<file path="src/rtl/ula_arbiter.sv">
`default_nettype none
// ============================================================================
// Module   : ula_arbiter
// Brief    : Round-robin arbiter sharing one external ULA between two
//            requesters, with valid/ready request and response channels.
// Revision : 1.0 - initial release
// ============================================================================
module ula_arbiter #(
  parameter int WIDTH   = 32,
  parameter int OPW     = 3,
  parameter int ULA_LAT = 1
) (
  input  logic             clock,
  input  logic             reset,
  input  logic             req0_valid,
  output logic             req0_ready,
  input  logic [WIDTH-1:0] req0_a,
  input  logic [WIDTH-1:0] req0_b,
  input  logic [OPW-1:0]   req0_op,
  input  logic             req1_valid,
  output logic             req1_ready,
  input  logic [WIDTH-1:0] req1_a,
  input  logic [WIDTH-1:0] req1_b,
  input  logic [OPW-1:0]   req1_op,
  output logic             resp_valid,
  input  logic             resp_ready,
  output logic [WIDTH-1:0] resp_data,
  output logic             resp_id,
  output logic [WIDTH-1:0] ula_a,
  output logic [WIDTH-1:0] ula_b,
  output logic [OPW-1:0]   ula_op,
  input  logic [WIDTH-1:0] ula_result,
  output logic             busy
);

  localparam int c_cnt_w = (ULA_LAT < 1) ? 1 : $clog2(ULA_LAT + 1);
  localparam logic [c_cnt_w-1:0] c_lat = c_cnt_w'(ULA_LAT);

  typedef enum logic [1:0] {
    S_IDLE  = 2'd0,
    S_ISSUE = 2'd1,
    S_RESP  = 2'd2
  } state_t;

  state_t               r_state;
  state_t               w_next_state;
  logic                 w_gnt0;
  logic                 w_gnt1;
  logic                 r_last_grant;
  logic [c_cnt_w-1:0]   r_cnt;
  logic                 r_resp_valid;
  logic [WIDTH-1:0]     r_resp_data;
  logic                 r_resp_id;
  logic [WIDTH-1:0]     r_ula_a;
  logic [WIDTH-1:0]     r_ula_b;
  logic [OPW-1:0]       r_ula_op;

  always_ff @(posedge clock or posedge reset) begin
    if (reset) r_state <= S_IDLE;
    else       r_state <= w_next_state;
  end

  // Grants are only offered in IDLE; on a tie the requester not served last wins.
  always_comb begin
    w_next_state = r_state;
    w_gnt0       = 1'b0;
    w_gnt1       = 1'b0;
    case (r_state)
      S_IDLE: begin
        w_gnt0 = req0_valid & (~req1_valid | r_last_grant);
        w_gnt1 = req1_valid & (~req0_valid | ~r_last_grant);
        if (w_gnt0 | w_gnt1) w_next_state = S_ISSUE;
      end
      S_ISSUE: begin
        if (r_cnt == c_lat) w_next_state = S_RESP;
      end
      S_RESP: begin
        if (resp_ready) w_next_state = S_IDLE;
      end
      default: w_next_state = S_IDLE;
    endcase
  end

  always_ff @(posedge clock or posedge reset) begin
    if (reset) begin
      r_last_grant <= 1'b1;
      r_cnt        <= '0;
      r_resp_valid <= 1'b0;
      r_resp_data  <= '0;
      r_resp_id    <= 1'b0;
      r_ula_a      <= '0;
      r_ula_b      <= '0;
      r_ula_op     <= '0;
    end else begin
      case (r_state)
        S_IDLE: begin
          if (w_gnt0) begin
            r_ula_a      <= req0_a;
            r_ula_b      <= req0_b;
            r_ula_op     <= req0_op;
            r_resp_id    <= 1'b0;
            r_last_grant <= 1'b0;
            r_cnt        <= '0;
          end else if (w_gnt1) begin
            r_ula_a      <= req1_a;
            r_ula_b      <= req1_b;
            r_ula_op     <= req1_op;
            r_resp_id    <= 1'b1;
            r_last_grant <= 1'b1;
            r_cnt        <= '0;
          end
        end
        S_ISSUE: begin
          if (r_cnt == c_lat) begin
            r_resp_data  <= ula_result;
            r_resp_valid <= 1'b1;
          end else begin
            r_cnt <= r_cnt + 1'b1;
          end
        end
        S_RESP: begin
          if (resp_ready) r_resp_valid <= 1'b0;
        end
        default: r_resp_valid <= 1'b0;
      endcase
    end
  end

  assign req0_ready = w_gnt0;
  assign req1_ready = w_gnt1;
  assign resp_valid = r_resp_valid;
  assign resp_data  = r_resp_data;
  assign resp_id    = r_resp_id;
  assign ula_a      = r_ula_a;
  assign ula_b      = r_ula_b;
  assign ula_op     = r_ula_op;
  assign busy       = (r_state != S_IDLE);

endmodule
`default_nettype wire

</file>
<file path="config.mk">
export PLATFORM = sky130hd
export DESIGN_NAME = ula_arbiter
export DESIGN_NICKNAME = d
export VERILOG_FILES = /design/src/rtl/ula_arbiter.sv
export SDC_FILE = /design/constraint.sdc
export NUM_CORES = 1
export LEC_CHECK = 0
export ABC_CLOCK_PERIOD_IN_PS = 4500
export BUFFER_PORTS_ARGS = -buffer_cell sky130_fd_sc_hd__buf_2
export CORE_ASPECT_RATIO = 1.25
export CORE_MARGIN = 2
export CORE_UTILIZATION = 29
export DETAILED_ROUTE_END_ITERATION = 8
export GPL_ROUTABILITY_DRIVEN = 0
export GPL_TIMING_DRIVEN = 0
export HOLD_SLACK_MARGIN = 0.05
export PLACE_DENSITY = 0.58
export SLEW_MARGIN = 0
export SYNTH_ARGS = -nofsm -noshare
export SYNTH_HDL_FRONTEND = slang
export SYNTH_SLANG_ARGS = --single-unit
</file>
<file path="constraint.sdc">
create_clock -name clock -period 4.5 [get_ports clock]
set_input_delay 0.45 -clock clock [delete_from_list [all_inputs] [get_ports clock]]
set_output_delay 0.45 -clock clock [all_outputs]
set_load 0.1 [all_outputs]
</file>
==> impl_results.html, run 1 <==
<table>
<tr><th>Metric</th><th>Value</th></tr>
<tr><th colspan="2">Logic synthesis</th></tr>
<tr><td>Compound-Gate Fraction of Synth Area</td><td>21.2%</td></tr>
<tr><td>Net count of the mapped netlist</td><td>649</td></tr>
<tr><td>Area of the mapped netlist</td><td>4960 um2</td></tr>
<tr><td>Area share of and/or/nand/nor cells after synthesis</td><td>8.66%</td></tr>
<tr><td>Prevailing post-synth register cell</td><td>sky130_fd_sc_hd__dfrtp_1</td></tr>
<tr><td>Total of flip-flops plus latches after synthesis</td><td>105</td></tr>
<tr><td>Largest family of logic cells by synthesized area</td><td>compound AO/OA/AOI/OAI gates</td></tr>
<tr><td>Most numerous cell in the Yosys netlist</td><td>sky130_fd_sc_hd__dfrtp_1</td></tr>
<tr><td>Yosys top cell area share</td><td>52.5%</td></tr>
<tr><td>Mux contribution to synthesized area</td><td>7.27%</td></tr>
<tr><td>Distinct cells, synth</td><td>29</td></tr>
<tr><td>Share of synthesized registers carrying an async set or reset</td><td>100%</td></tr>
<tr><td>Mean area per synthesized cell</td><td>10.4 um2</td></tr>
<tr><td>Cell accounting for the most synthesized area</td><td>sky130_fd_sc_hd__dfrtp_1</td></tr>
<tr><td>Part of the Yosys area used for sequential elements</td><td>53.0%</td></tr>
<tr><td>Xor-xnor portion of the synthesized cell area</td><td>0%</td></tr>
<tr><td>Syn Inst Count</td><td>478</td></tr>
<tr><td>Adder and majority gate portion of the synthesized area</td><td>0%</td></tr>
<tr><td>Number of enable-type register cells in the synthesized netlist</td><td>0</td></tr>
<tr><td>Top cell types by occurrence after synthesis</td><td>sky130_fd_sc_hd__dfrtp_1 (104), sky130_fd_sc_hd__inv_1 (69), sky130_fd_sc_hd__o21ai_0 (69)</td></tr>
<tr><td>Ranking of synthesized cells by area</td><td>sky130_fd_sc_hd__dfrtp_1 (52%), sky130_fd_sc_hd__o311ai_0 (8.5%), sky130_fd_sc_hd__mux2_2 (7.3%), sky130_fd_sc_hd__o21ai_0 (7.0%), sky130_fd_sc_hd__nand3_1 (6.8%)</td></tr>
<tr><td>Warnings from Yosys</td><td>0</td></tr>
<tr><th colspan="2">STA</th></tr>
<tr><td>Number of endpoints failing setup at the final stage</td><td>0</td></tr>
<tr><td>Ratio of final minimum period to clock period</td><td>63.1%</td></tr>
<tr><td>Number of hold violations in the final report</td><td>0</td></tr>
<tr><td>Slew margin rel.</td><td>51.0%</td></tr>
<tr><td>Post-route minimum period</td><td>2.84 ns</td></tr>
<tr><td>Transition time of the tightest slew-check pin</td><td>0.735 ns</td></tr>
<tr><td>Largest clock skew in the final design</td><td>0.0109 ns</td></tr>
<tr><td>Max Slew Vio Count</td><td>0</td></tr>
<tr><td>Achievable frequency</td><td>0.352 GHz</td></tr>
<tr><td>PnR worst setup slack</td><td>1.66 ns</td></tr>
<tr><td>RSZ-0062 raised after global routing</td><td>no</td></tr>
<tr><th colspan="2">Clock tree</th></tr>
<tr><td>CTS tree</td><td>yes</td></tr>
<tr><td>Post-CTS Resized</td><td>0</td></tr>
<tr><td>CTS clk-pin slew, worst paths</td><td>0.08 ns</td></tr>
<tr><td>Clk buf depth</td><td>2</td></tr>
<tr><td>Clock sink total</td><td>105</td></tr>
<tr><td>H-tree depth reported by CTS</td><td>3</td></tr>
<tr><td>Hold buffers post-CTS</td><td>0</td></tr>
<tr><td>Clock Latency Late Sink</td><td>0.36 ns</td></tr>
<tr><td>Postcts setup bufs</td><td>0</td></tr>
<tr><td>Clock buffers created by TritonCTS</td><td>9</td></tr>
<tr><td>Clk root buf</td><td>sky130_fd_sc_hd__clkbuf_16</td></tr>
<tr><th colspan="2">Placed design</th></tr>
<tr><td>Pre-CTS setup slack</td><td>1.93 ns</td></tr>
<tr><td>Half-perimeter wire length of the detailed placement result</td><td>12400 um</td></tr>
<tr><td>Port Buf Inserts</td><td>274</td></tr>
<tr><th colspan="2">Worst setup path</th></tr>
<tr><td>Nature of the critical path startpoint</td><td>flip-flop</td></tr>
<tr><td>CP Buf/Inv Count</td><td>4</td></tr>
<tr><td>Required time at the endpoint of the critical path</td><td>4.05 ns</td></tr>
<tr><td>Largest stage delay on the critical path</td><td>0.46 ns</td></tr>
<tr><td>Family with the most delay on the worst path</td><td>buffers and inverters</td></tr>
<tr><td>Crit-path cells</td><td>buf_2, nor3b_4, and2_4, buf_6, buf_6, buf_2</td></tr>
<tr><td>Type of destination of the critical path</td><td>output pin</td></tr>
<tr><td>Worst-path cell with the longest stage delay</td><td>sky130_fd_sc_hd__nor3b_4</td></tr>
<tr><td>Category of the critical setup timing path</td><td>flip-flop to output pin</td></tr>
<tr><td>Critical path arrival</td><td>2.39 ns</td></tr>
<tr><td>Critical Path Fanout Max</td><td>10</td></tr>
<tr><th colspan="2">Die</th></tr>
<tr><td># IOs</td><td>275</td></tr>
<tr><td>Horiz. Die Dim</td><td>121 um</td></tr>
<tr><td>CORE AREA</td><td>16800 um2</td></tr>
<tr><td>Number of rows created at floorplan</td><td>53</td></tr>
<tr><td>Floorplan die area</td><td>18200 um2</td></tr>
<tr><td>Initial core utilization</td><td>29.6%</td></tr>
<tr><td>Vert. Die Dim</td><td>150 um</td></tr>
<tr><th colspan="2">Run</th></tr>
<tr><td>MaxCap Viol Count</td><td>0</td></tr>
<tr><th colspan="2">Routing</th></tr>
<tr><td>Detail-routed net length per standard cell</td><td>16.2 um</td></tr>
<tr><td>Antenna viol nets, final</td><td>0</td></tr>
<tr><td>Wire length reported by the detailed router</td><td>16100 um</td></tr>
<tr><td>Drt first pass iters</td><td>4</td></tr>
<tr><td>Number of violations reported at the end of detailed-routing iteration 0</td><td>244</td></tr>
<tr><td>Via total after detailed routing</td><td>4853</td></tr>
<tr><td>DR vias/cell</td><td>4.90</td></tr>
<tr><td>Total DRC errors in the routed layout</td><td>0</td></tr>
<tr><th colspan="2">Global route</th></tr>
<tr><td>Global-route congestion overflow total</td><td>0</td></tr>
<tr><td>Number of global-route vias before repair</td><td>4722</td></tr>
<tr><td>Pin count of the biggest net entering global routing</td><td>63</td></tr>
<tr><td>GRT Util Overall</td><td>17.3%</td></tr>
<tr><td>Antenna violations before repair</td><td>1</td></tr>
<tr><td>Wire length of the first global-routing pass</td><td>24500 um</td></tr>
<tr><th colspan="2">Final layout</th></tr>
<tr><td>Fillers</td><td>1763</td></tr>
<tr><td>Area growth from synthesis to layout</td><td>40.1%</td></tr>
<tr><td>Layout cell share with drive strength beyond 1</td><td>46.3%</td></tr>
<tr><td>Total Nets Final</td><td>935</td></tr>
<tr><th colspan="2">Hold path</th></tr>
<tr><td>Path type of the worst min-delay path</td><td>input pin to async pin</td></tr>
<tr><th colspan="2">Outcome</th></tr>
<tr><td>Run status</td><td>completed</td></tr>
</table>
==> worst paths after layout <==
path                       slack (ns)     startpoint             to  cells after the start
setup / recovery                 1.66     r_state[0]     req0_ready                      6
hold / removal                   0.15          reset  resp_data[12]                      2
setup reg to reg                 2.52     r_state[0]       ula_b[2]                      6
hold reg to reg                  0.50  resp_data[17]  resp_data[17]                      1
max in group asynchronous        3.57          reset   r_last_grant                      3
min in group clock               0.28     resp_ready     r_state[1]                      2
==> cells by family (layout without fill, tap and decap cells) <==
logic type             Yosys count  count (layout)
DFF                            105             105
AOI/OAI and AO/OA              143             143
buffers and inverters          117             408
muxes                           32              32
other                            0               1
and+or+nand+nor                 81              81
==> registers in the layout (all words and copies together) (netlist names) <==
| signal | cells |
|---|---|
| resp_id | 1 |
| r_last_grant | 1 |
| ula_a | 32 |
| resp_valid | 1 |
| r_cnt | 1 |
| resp_data | 32 |
| ula_b | 32 |
| r_state | 2 |
| ula_op | 3 |
==> final cells by class <==
type,instances,area [um2],share of cell area (%)
flip-flops and latches,105,2630,37.8
plain buffers,47,225,3.24
diodes,1,2.50,0.0360
multi-input cells,256,1840,26.5
repair buffers,275,1400,20.1
inverters,70,265,3.82
well taps,220,275,3.96
clock inverters,7,86.3,1.24
clock buffers,9,225,3.24
==> per-layer routing <==
metal,global-route usage [%],wire length [um],up-vias
li1,-,-,2298
met1,20.9,6540,2351
met2,29.6,7980,187
met3,4.43,1290,17
met4,6.57,266,0
met5,0,0,-
==> metrics by stage <==
step           std cells  util [%]  area [um2]  hold slack, ns  setup TNS (ns)
3_5_place_dp         973      39.5        6640           0.490               0
4_1_cts              989      41.4        6950           0.169               0
3_3_place_gp         972      39.4        6610           0.480          -17.50
5_1_grt              990      41.4        6950           0.197               0
2_1_floorplan        478         -        4960           0.478               0
6_report             990      41.4        6950           0.152               0
==> cells in the final DEF, fill, tap and decap left out, drive strengths merged, types with 2 or more instances in the layout <==
cell type,Yosys,layout
a21oi,3,3
and2,2,2
buf,16,291
clkbuf,31,40
clkinv,0,4
dfrtp,104,104
inv,70,73
mux2,32,32
nand2,3,3
nand3,67,67
nor2,4,4
o21ai,70,70
o311ai,67,67
Power of run 1 is not shown: default switching activity piles up to over one toggle a cycle in this logic, so the estimate is an artifact.
==> inputs of run 2 (changes only) <==
- ABC_CLOCK_PERIOD_IN_PS: 4500 -> 2900
- clock period: 4.5 -> 2.9 ns (I/O delays scaled with it)
==> impl_results.html, run 2 (same netlist as run 1, synthesis figures left out) <==
<table>
<tr><th>Metric</th><th>Value</th></tr>
<tr><th colspan="2">Outcome</th></tr>
<tr><td>Run status</td><td>completed (unchanged)</td></tr>
<tr><th colspan="2">Clock tree</th></tr>
<tr><td>Hold buffers post-CTS</td><td>0 (unchanged)</td></tr>
<tr><td>Clock sink total</td><td>105 (unchanged)</td></tr>
<tr><td>H-tree depth reported by CTS</td><td>3 (unchanged)</td></tr>
<tr><td>Post-CTS Resized</td><td>0 (unchanged)</td></tr>
<tr><td>Clock buffers created by TritonCTS</td><td>9 (unchanged)</td></tr>
<tr><td>Clk root buf</td><td>sky130_fd_sc_hd__clkbuf_16 (unchanged)</td></tr>
<tr><td>Postcts setup bufs</td><td>0 (unchanged)</td></tr>
<tr><td>Clk buf depth</td><td>2 (unchanged)</td></tr>
<tr><td>CTS clk-pin slew, worst paths</td><td>0.07 ns (was 0.08 ns)</td></tr>
<tr><td>Clock Latency Late Sink</td><td>0.35 ns (was 0.36 ns)</td></tr>
<tr><td>CTS tree</td><td>yes (unchanged)</td></tr>
<tr><th colspan="2">Final layout</th></tr>
<tr><td>Total Nets Final</td><td>936 (was 935)</td></tr>
<tr><td>Post-Layout Inst Area</td><td>6950 um2 (about the same)</td></tr>
<tr><td>Fillers</td><td>1744 (was 1763)</td></tr>
<tr><td>Most common cell after layout, fill and taps aside</td><td>sky130_fd_sc_hd__buf_2 (unchanged)</td></tr>
<tr><td>Highest-count cells in the layout ignoring fill and taps</td><td>sky130_fd_sc_hd__buf_2 (283), sky130_fd_sc_hd__dfrtp_1 (104), sky130_fd_sc_hd__o21ai_0 (69) (unchanged)</td></tr>
<tr><td>Layout cell share with drive strength beyond 1</td><td>46.2% (was 46.3%)</td></tr>
<tr><td>Area taken by flip-flops and latches</td><td>2630 um2 (unchanged)</td></tr>
<tr><td>Area of the multi-input gates</td><td>1840 um2 (unchanged)</td></tr>
<tr><td>Area growth from synthesis to layout</td><td>40.2% (was 40.1%)</td></tr>
<tr><th colspan="2">Global route</th></tr>
<tr><td>GRT Util Overall</td><td>17.9% (was 17.3%)</td></tr>
<tr><td>Global-route congestion overflow total</td><td>0 (unchanged)</td></tr>
<tr><td>Pin count of the biggest net entering global routing</td><td>40 (was 63)</td></tr>
<tr><td>Antenna violations before repair</td><td>0 (was 1)</td></tr>
<tr><td>Number of global-route vias before repair</td><td>4914 (was 4722)</td></tr>
<tr><td>Wire length of the first global-routing pass</td><td>25700 um (was 24500 um)</td></tr>
<tr><th colspan="2">Die</th></tr>
<tr><td>Number of rows created at floorplan</td><td>53 (unchanged)</td></tr>
<tr><td>Initial core utilization</td><td>29.6% (unchanged)</td></tr>
<tr><td># IOs</td><td>275 (unchanged)</td></tr>
<tr><td>Floorplan die area</td><td>18200 um2 (unchanged)</td></tr>
<tr><td>CORE AREA</td><td>16800 um2 (unchanged)</td></tr>
<tr><td>Vert. Die Dim</td><td>150 um (unchanged)</td></tr>
<tr><td>Horiz. Die Dim</td><td>121 um (unchanged)</td></tr>
<tr><th colspan="2">Worst setup path</th></tr>
<tr><td>Worst-path cell with the longest stage delay</td><td>sky130_fd_sc_hd__nor3b_4 (unchanged)</td></tr>
<tr><td>Category of the critical setup timing path</td><td>flip-flop to output pin (unchanged)</td></tr>
<tr><td>CP Buf/Inv Count</td><td>4 (unchanged)</td></tr>
<tr><td>Nature of the critical path startpoint</td><td>flip-flop (unchanged)</td></tr>
<tr><td>Setup slack of the worst register-to-register path</td><td>0.83 ns (was 2.52 ns)</td></tr>
<tr><td>End of the worst register-to-register path</td><td>ula_b[24] (was ula_b[2])</td></tr>
<tr><td>Crit-path cells</td><td>buf_2, nor3b_4, and2_4, buf_6, buf_6, buf_2 (unchanged)</td></tr>
<tr><td>Required time at the endpoint of the critical path</td><td>2.61 ns (was 4.05 ns)</td></tr>
<tr><td>Critical path arrival</td><td>2.40 ns (was 2.39 ns)</td></tr>
<tr><td>Logic depth of the worst register-to-register path</td><td>6 (unchanged)</td></tr>
<tr><td>Type of destination of the critical path</td><td>output pin (unchanged)</td></tr>
<tr><td>Largest stage delay on the critical path</td><td>0.46 ns (about the same)</td></tr>
<tr><td>Family with the most delay on the worst path</td><td>buffers and inverters (unchanged)</td></tr>
<tr><td>Critical Path Fanout Max</td><td>10 (unchanged)</td></tr>
<tr><td>Reg2Reg Launch Point</td><td>r_last_grant (was r_state[0])</td></tr>
<tr><th colspan="2">Routing</th></tr>
<tr><td>Drt first pass iters</td><td>4 (unchanged)</td></tr>
<tr><td>Wire length reported by the detailed router</td><td>16400 um (was 16100 um)</td></tr>
<tr><td>Antenna viol nets, final</td><td>0 (unchanged)</td></tr>
<tr><td>Number of violations reported at the end of detailed-routing iteration 0</td><td>176 (was 244)</td></tr>
<tr><td>DR vias/cell</td><td>4.84 (was 4.90)</td></tr>
<tr><td>Detail-routed net length per standard cell</td><td>16.5 um (was 16.2 um)</td></tr>
<tr><td>Total DRC errors in the routed layout</td><td>0 (unchanged)</td></tr>
<tr><td>Via total after detailed routing</td><td>4798 (was 4853)</td></tr>
<tr><th colspan="2">Placed design</th></tr>
<tr><td>Port Buf Inserts</td><td>274 (unchanged)</td></tr>
<tr><td>Half-perimeter wire length of the detailed placement result</td><td>12500 um (was 12400 um)</td></tr>
<tr><td>Cell area after placement</td><td>6650 um2 (was 6640 um2)</td></tr>
<tr><th colspan="2">STA</th></tr>
<tr><td>Post-route minimum period</td><td>2.69 ns</td></tr>
<tr><td>RSZ-0062 raised after global routing</td><td>no (unchanged)</td></tr>
<tr><td>Transition time of the tightest slew-check pin</td><td>0.736 ns (was 0.735 ns)</td></tr>
<tr><td>Max Slew Vio Count</td><td>0 (unchanged)</td></tr>
<tr><td>Number of hold violations in the final report</td><td>0 (unchanged)</td></tr>
<tr><td>Achievable frequency</td><td>0.372 GHz</td></tr>
<tr><td>Largest clock skew in the final design</td><td>0.00538 ns (was 0.0109 ns)</td></tr>
<tr><td>Slew margin rel.</td><td>50.8% (was 51.0%)</td></tr>
<tr><td>Ratio of final minimum period to clock period</td><td>92.6%</td></tr>
<tr><td>Number of endpoints failing setup at the final stage</td><td>0 (unchanged)</td></tr>
<tr><td>Sum of negative setup slack</td><td>0 ns (unchanged)</td></tr>
<tr><th colspan="2">Run</th></tr>
<tr><td>MaxCap Viol Count</td><td>0 (unchanged)</td></tr>
<tr><th colspan="2">Hold path</th></tr>
<tr><td>Path type of the worst min-delay path</td><td>input pin to async pin (unchanged)</td></tr>
</table>
[run 2: cell types whose count changed in the layout (fill, tap and decap cells not counted), sizes merged]
cell	previous run	this run
bufinv	0	1
clkinv	4	2
clkinvlp	0	1
inv	73	72
clkbuf	40	41
buf	291	292
[run 2: metrics by stage]
stage / utilization, % / instances / hold WS (ns) / worst slack, ns
finish: 41.4 / 991 / 0.0592 / 0.214
global route: 41.4 / 990 / 0.104 / 0.120
CTS: 41.4 / 990 / 0.0563 / 0.162
detailed placement: 39.6 / 974 / 0.445 / 0.566
global placement: 39.4 / 972 / 0.481 / 0.526
floorplan: - / 478 / 0.397 / 0.612
[run 2: layout make-up]
type                       count  area share [%]
tap                          220            3.96
sequential                   105            37.8
antenna                        1          0.0360
inverter                      70            3.83
timing repair buffer         276            20.3
buffer                        47            3.24
clock inverter                 6            1.04
clock buffer                  10            3.29
multi-input combinational    256            26.5
[run 2: routing by layer]
metal	track usage, %	wire (um)	up-vias
li1	-	-	2300
met1	22.3	6810	2271
met2	29.8	7990	197
met5	0	0	-
met4	7.44	391	0
met3	4.28	1200	30
[run 2: worst max path at each step]
stage | from | endpoint | slack, ns | cells past startpoint
2_1_floorplan | r_state[0] | req1_ready | 0.61 | 4
3_3_place_gp | reset | ula_a[4] | 0.53 | 2
3_5_place_dp | r_state[0] | req0_ready | 0.57 | 6
4_1_cts | r_state[0] | req0_ready | 0.16 | 6
5_1_grt | r_state[0] | req0_ready | 0.12 | 6
6_report | r_state[0] | req0_ready | 0.21 | 6
Power of run 2 is left out for the same reason.
